## config.mk

```make
export PLATFORM = sky130hd
export DESIGN_NAME = gray_step_decoder
export DESIGN_NICKNAME = d
export VERILOG_FILES = /design/src/rtl/gray_step_decoder_pkg.sv /design/src/rtl/gray_step_decoder_byte_pack.sv /design/src/rtl/gray_step_decoder.sv
export SDC_FILE = /design/constraint.sdc
export NUM_CORES = 1
export LEC_CHECK = 0
export BUFFER_PORTS_ARGS = -buffer_cell sky130_fd_sc_hd__clkbuf_2
export CORE_MARGIN = 2
export CORE_UTILIZATION = 49
export DETAILED_ROUTE_END_ITERATION = 16
export GPL_TIMING_DRIVEN = 0
export PLACE_DENSITY = 0.78
export SYNTH_ARGS = -nofsm -noshare
export SYNTH_HDL_FRONTEND = slang
export SYNTH_SLANG_ARGS = --single-unit
```

## constraint.sdc

```tcl
create_clock -name clk -period 1.9 [get_ports clk]
set_input_delay 0.19 -clock clk [delete_from_list [all_inputs] [get_ports clk]]
set_output_delay 0.19 -clock clk [all_outputs]
set_load 0.01 [all_outputs]
```

## src/rtl/gray_step_decoder_pkg.sv

```systemverilog
// Shared definitions for the gray step decoder slice.
// Holds the code width, the encoder's state codes, the decoder FSM state
// enumeration and the default lock threshold.
package gray_step_decoder_pkg;

  localparam int CODE_W       = 2;
  localparam int LOCK_CNT_DEF = 4;

  typedef logic [CODE_W-1:0] code_t;

  // Upstream step encoder state codes; it comes out of reset at ENC_S0.
  localparam code_t ENC_S0 = 2'b00;
  localparam code_t ENC_S1 = 2'b01;
  localparam code_t ENC_S2 = 2'b11;
  localparam code_t ENC_S3 = 2'b10;

  typedef enum logic [1:0] {
    ST_HUNT,
    ST_TRACK,
    ST_LOCKED
  } gsd_state_e;

  // Exactly one flipped code bit is a legal step; bit 1 flipping encodes a 1.
  function automatic logic diff_legal(input code_t diff);
    return diff[1] ^ diff[0];
  endfunction

endpackage

```

## src/rtl/gray_step_decoder_byte_pack.sv

```systemverilog
// gsd_byte_pack: assembles decoded bits LSB-first into bytes.
// Ports:
//   clk, rst      clock and synchronous active-low reset
//   bit_stb       a decoded bit is presented this cycle
//   bit_in        the decoded bit
//   clear         discard the partial byte (takes priority over bit_stb)
//   byte_valid    one-cycle pulse, registered alongside the 8th bit
//   byte_out      last completed byte, held until the next one completes
module gsd_byte_pack (
  input  logic       clk,
  input  logic       rst,
  input  logic       bit_stb,
  input  logic       bit_in,
  input  logic       clear,
  output logic       byte_valid,
  output logic [7:0] byte_out
);

  logic [7:0] acc_q, acc_d;
  logic [2:0] cnt_q, cnt_d;
  logic [7:0] byte_out_q, byte_out_d;
  logic       byte_valid_q, byte_valid_d;

  always_comb begin
    acc_d        = acc_q;
    cnt_d        = cnt_q;
    byte_out_d   = byte_out_q;
    byte_valid_d = 1'b0;
    if (clear) begin
      acc_d = '0;
      cnt_d = '0;
    end else if (bit_stb) begin
      if (cnt_q == 3'd7) begin
        byte_out_d   = {bit_in, acc_q[6:0]};
        byte_valid_d = 1'b1;
        acc_d        = '0;
        cnt_d        = '0;
      end else begin
        acc_d[cnt_q] = bit_in;
        cnt_d        = cnt_q + 3'd1;
      end
    end
  end

  always_ff @(posedge clk) begin
    if (!rst) begin
      acc_q        <= '0;
      cnt_q        <= '0;
      byte_out_q   <= '0;
      byte_valid_q <= 1'b0;
    end else begin
      acc_q        <= acc_d;
      cnt_q        <= cnt_d;
      byte_out_q   <= byte_out_d;
      byte_valid_q <= byte_valid_d;
    end
  end

  assign byte_valid = byte_valid_q;
  assign byte_out   = byte_out_q;

endmodule

```

## src/rtl/gray_step_decoder.sv

```systemverilog
// gray_step_decoder: decodes a 2-bit step-code stream into bits and bytes.
// A single-bit change between consecutive accepted codes is a data bit
// (bit 0 flipping -> 0, bit 1 flipping -> 1); anything else is an error
// that drops the decoder back to HUNT.
// Ports:
//   clk, rst             clock and synchronous active-low reset
//   in_valid, in_code    sampled code from the upstream encoder
//   bit_valid, bit_out   decoded bit pulse (registered)
//   byte_valid, byte_out assembled byte, LSB-first
//   err, err_cnt         illegal-transition pulse and saturating count
//   locked               FSM is in LOCKED
module gray_step_decoder
  import gray_step_decoder_pkg::*;
#(
  parameter int LOCK_CNT = LOCK_CNT_DEF,
  parameter int ERR_W    = 8
) (
  input  logic              clk,
  input  logic              rst,
  input  logic              in_valid,
  input  logic [CODE_W-1:0] in_code,
  output logic              bit_valid,
  output logic              bit_out,
  output logic              byte_valid,
  output logic [7:0]        byte_out,
  output logic              err,
  output logic [ERR_W-1:0]  err_cnt,
  output logic              locked
);

  localparam int LC_W = (LOCK_CNT > 1) ? $clog2(LOCK_CNT) : 1;

  gsd_state_e        state_q, state_d;
  code_t             prev_q, prev_d;
  logic [LC_W-1:0]   lock_cnt_q, lock_cnt_d;
  logic [ERR_W-1:0]  err_cnt_q, err_cnt_d;
  logic              bit_valid_q, bit_valid_d;
  logic              bit_out_q, bit_out_d;
  logic              err_q, err_d;
  logic              pack_clear;
  code_t             diff;

  assign diff = prev_q ^ in_code;

  always_comb begin
    state_d     = state_q;
    prev_d      = prev_q;
    lock_cnt_d  = lock_cnt_q;
    err_cnt_d   = err_cnt_q;
    bit_valid_d = 1'b0;
    bit_out_d   = 1'b0;
    err_d       = 1'b0;
    pack_clear  = 1'b0;
    if (in_valid) begin
      unique case (state_q)
        ST_HUNT: begin
          prev_d  = in_code;
          state_d = ST_TRACK;
        end
        ST_TRACK, ST_LOCKED: begin
          prev_d = in_code;
          if (diff_legal(diff)) begin
            bit_valid_d = 1'b1;
            bit_out_d   = diff[1];
            if (state_q == ST_TRACK) begin
              if (lock_cnt_q == LC_W'(LOCK_CNT - 1)) begin
                state_d    = ST_LOCKED;
                lock_cnt_d = '0;
              end else begin
                lock_cnt_d = lock_cnt_q + LC_W'(1);
              end
            end
          end else begin
            err_d      = 1'b1;
            pack_clear = 1'b1;
            lock_cnt_d = '0;
            state_d    = ST_HUNT;
            if (err_cnt_q != '1) err_cnt_d = err_cnt_q + ERR_W'(1);
          end
        end
        default: state_d = ST_HUNT;
      endcase
    end
  end

  always_ff @(posedge clk) begin
    if (!rst) begin
      state_q     <= ST_TRACK;
      prev_q      <= ENC_S0;
      lock_cnt_q  <= '0;
      err_cnt_q   <= '0;
      bit_valid_q <= 1'b0;
      bit_out_q   <= 1'b0;
      err_q       <= 1'b0;
    end else begin
      state_q     <= state_d;
      prev_q      <= prev_d;
      lock_cnt_q  <= lock_cnt_d;
      err_cnt_q   <= err_cnt_d;
      bit_valid_q <= bit_valid_d;
      bit_out_q   <= bit_out_d;
      err_q       <= err_d;
    end
  end

  // Fed the unregistered strobe so byte_valid lands with the 8th bit_valid.
  gsd_byte_pack u_byte_pack (
    .clk        (clk),
    .rst        (rst),
    .bit_stb    (bit_valid_d),
    .bit_in     (bit_out_d),
    .clear      (pack_clear),
    .byte_valid (byte_valid),
    .byte_out   (byte_out)
  );

  assign bit_valid = bit_valid_q;
  assign bit_out   = bit_out_q;
  assign err       = err_q;
  assign err_cnt   = err_cnt_q;
  assign locked    = (state_q == ST_LOCKED);

endmodule
```

==> results.yml <==
outcome:
  status: "finished clean"
hold_path:
  holdCritPathClass: "primary input to flop"
  hp-start: "rst"
sta:
  rsz0062_at_grt: "no"
  clock_skew_ps: 8.675
  worst_pin_slew_ps: 559.6
  setup_violations: 0
  finalMaxSlewViolations: 0
  fmax_mhz: 549.8
  holdWs_ps: 102.6
  fin_crit_ps: 1819
  period_share_pct: 95.72
  finalSetupTns_ps: 0
  hold_viol: 0
  slew_headroom_pct: 62.69
final_layout:
  post-route-util_pct: 61.10
  fillCellCount: 336
  num_antenna_cells: 0
  area_delta_synth_final_pct: 17.38
  drive_above_1_share_pct: 21.98
  design_area_um2: 2087
  nets: 246
logic_synthesis:
  synth_edf_count: 0
  syn_area_um2: 1778
  synth_common_cells: "36 x dfxtp_1, 29 x nand2_1, 18 x a21oi_1"
  syn_nets: 212
  ys_warn_count: 0
  postSynthAreaPerCell_um2: 9.025
  yosys.area.top_type_share_pct: 40.53
  synthTopCellsByArea: "dfxtp_1 41%, ha_1 7.0%, nand2_1 6.1%"
  yosysSeqAreaShare_pct: 40.53
  synthArstFlopShare_pct: 0
  yosys.cell_count.top_type: "dfxtp_1"
  ys.flop_type: "dfxtp_1"
  ys_ff_latch: 36
  syn_inst: 197
  synth_largest_area_cell: "dfxtp_1"
  ys_types: 45
job:
  max-cap-violations: 0
global_route:
  grt_pass1_wl_mm: 6.251
  grt_usage_pct: 19.78
  grt-ovfl-total: 0
  grt_pass1_vias: 1372
  antenna_found_initial: 0
  grt_max_degree: 12
worst_setup_path:
  timing.rr.start: "prev_q[1]"
  end_kind: "flop"
  startpoint_type: "flop"
  critPathMaxFanout: 10
  required_ps: 2130
  crit_arrival_ps: 2050
  cp-startpoint: "prev_q[1]"
  crit_type: "flop to flop"
drt:
  vias: 1513
  wl_per_cell_um: 13.62
  drcViolationCount: 0
  first_iter_violations: 67
  drt-total-wl_mm: 3.787
  vias_per_cell: 5.442
  dr.pass1.iters: 4
  antenna_left: 0
cts:
  ctsHoldBuffers: 0
  cts_tree: "yes"
  path_clk_slew_ps: 110
  cts_made_buffers: 5
  clock_tree.root_cell: "clkbuf_4"
  worstSkewPairLatency_ps: 350
  cts_sinks: 36
  clockBufferDepth: 2
  htree_num_levels: 2
pwr:
  peakVddDrop_uv: 479.2
  static-leakage-power_nw: 0.8428
  power_density_nw_per_um2: 761.0
  fin_total_pwr_mw: 1.588
floorplan:
  io_pins: 26
  core_area_um2: 3416
  die_w_um: 64.24
  initial_core_util_pct: 52.05
  rows: 21
  die_area_um2: 4126
  die_h_um: 64.24
placement:
  dpl_cell_area_um2: 1961
  place_congestion: 0.7765
  io_buffers: 25
  dpl.hpwl_mm: 2.722
-- path summary, 6_finish.rpt --
| check | endpoint | slack [ps] | depth (start not counted) |
|---|---|---|---|
| max | u_byte_pack.byte_out[0] | 80 | 7 |
| min reg2reg | u_byte_pack.byte_out[3] | 450 | 2 |
| max reg2reg | u_byte_pack.byte_out[0] | 80 | 7 |
| min | err_cnt[0] | 100 | 3 |
-- placed cells by master, fill, tap and decap left out, types with 2 or more instances in the layout --
| cell type | count |
|---|---|
| a211oi_1 | 2 |
| a21oi_1 | 18 |
| a32oi_1 | 2 |
| and2_1 | 2 |
| and3_1 | 2 |
| and3b_1 | 2 |
| and4_1 | 3 |
| and4b_1 | 3 |
| buf_2 | 4 |
| buf_4 | 3 |
| buf_6 | 3 |
| clkbuf_1 | 5 |
| clkbuf_2 | 26 |
| clkbuf_4 | 5 |
| dfxtp_1 | 35 |
| ha_1 | 9 |
| inv_1 | 7 |
| mux2i_1 | 7 |
| nand2_1 | 29 |
| nand2b_1 | 6 |
| nand3_1 | 3 |
| nand4_1 | 5 |
| nand4b_1 | 3 |
| nor2_1 | 14 |
| nor2b_1 | 2 |
| nor4_1 | 2 |
| o211ai_1 | 4 |
| o21ai_0 | 2 |
| o311ai_0 | 2 |
| o311ai_1 | 2 |
-- cell families after synthesis --
logic type / count (synthesis) / synth area share (%)
DFF: 36 / 40.53
AOI/OAI and AO/OA: 39 / 15.41
buffers and inverters: 20 / 5.700
adders and majority gates: 10 / 7.037
and+or+nand+nor: 83 / 26.39
muxes: 7 / 3.941
xor gates and xnor gates: 2 / 0.9854
-- metal layers --
layer	vias to the layer above	part of all wire (%)	GRT usage, %
met5	-	0	0
met1	702	46	24.78
li1	777	-	-
met2	29	47	31.38
met4	0	0.98	5.585
met3	5	5.2	7.923
-- metrics by stage --
| step | setup WS, ps | cells |
|---|---|---|
| after CTS | 44.17 | 276 |
| after global routing | 4.301 | 278 |
| after global placement | 110.0 | 268 |
| after detailed placement | 68.11 | 268 |
| final | 81.30 | 278 |
| after floorplan | 273.2 | 197 |
-- power by group --
part           switching [mW]  internal (mW)  total [mW]  leakage [nW]
clock network           0.257          0.276       0.533        0.0422
registers              0.0179          0.777       0.795         0.292
logic                   0.151          0.109       0.260         0.509
total                   0.426           1.16        1.59         0.843
-- sequential cells by signal, summed over array words and instances, names as in the netlist --
register                count
err_cnt                     8
err                         1
u_byte_pack.cnt_q           3
state_q                     2
bit_out                     1
prev_q                      2
u_byte_pack.byte_out        8
u_byte_pack.byte_valid      1
u_byte_pack.acc_q           7
lock_cnt_q                  2
bit_valid                   1
-- worst max-delay path: stages, from the launching register on --
cell and delay (ps):
dfxtp_2 340, xor2_2 140, ha_1 290, buf_4 180, nand4b_1 360, buf_4 270, nand2_1 60, a21oi_1 60
-- layout make-up --
| cell class | count | area (um2) | area share (%) |
|---|---|---|---|
| Inverter | 7 | 26.28 | 1.259 |
| Buffer | 13 | 81.33 | 3.897 |
| Clock buffer | 6 | 41.29 | 1.978 |
| Tap cell | 46 | 57.56 | 2.758 |
| Timing Repair Buffer | 27 | 140.1 | 6.715 |
| Sequential cell | 36 | 721.9 | 34.59 |
| Clock inverter | 2 | 35.03 | 1.679 |
| Multi-Input combinational cell | 141 | 983.4 | 47.12 |
-- repair_timing --
action                     in CTS  in global routing
buffers inserted                0                  1
resized for setup               0                  9
setup endpoints to repair       0                 15
No activity file was read; power rests on OpenSTA's default activity.
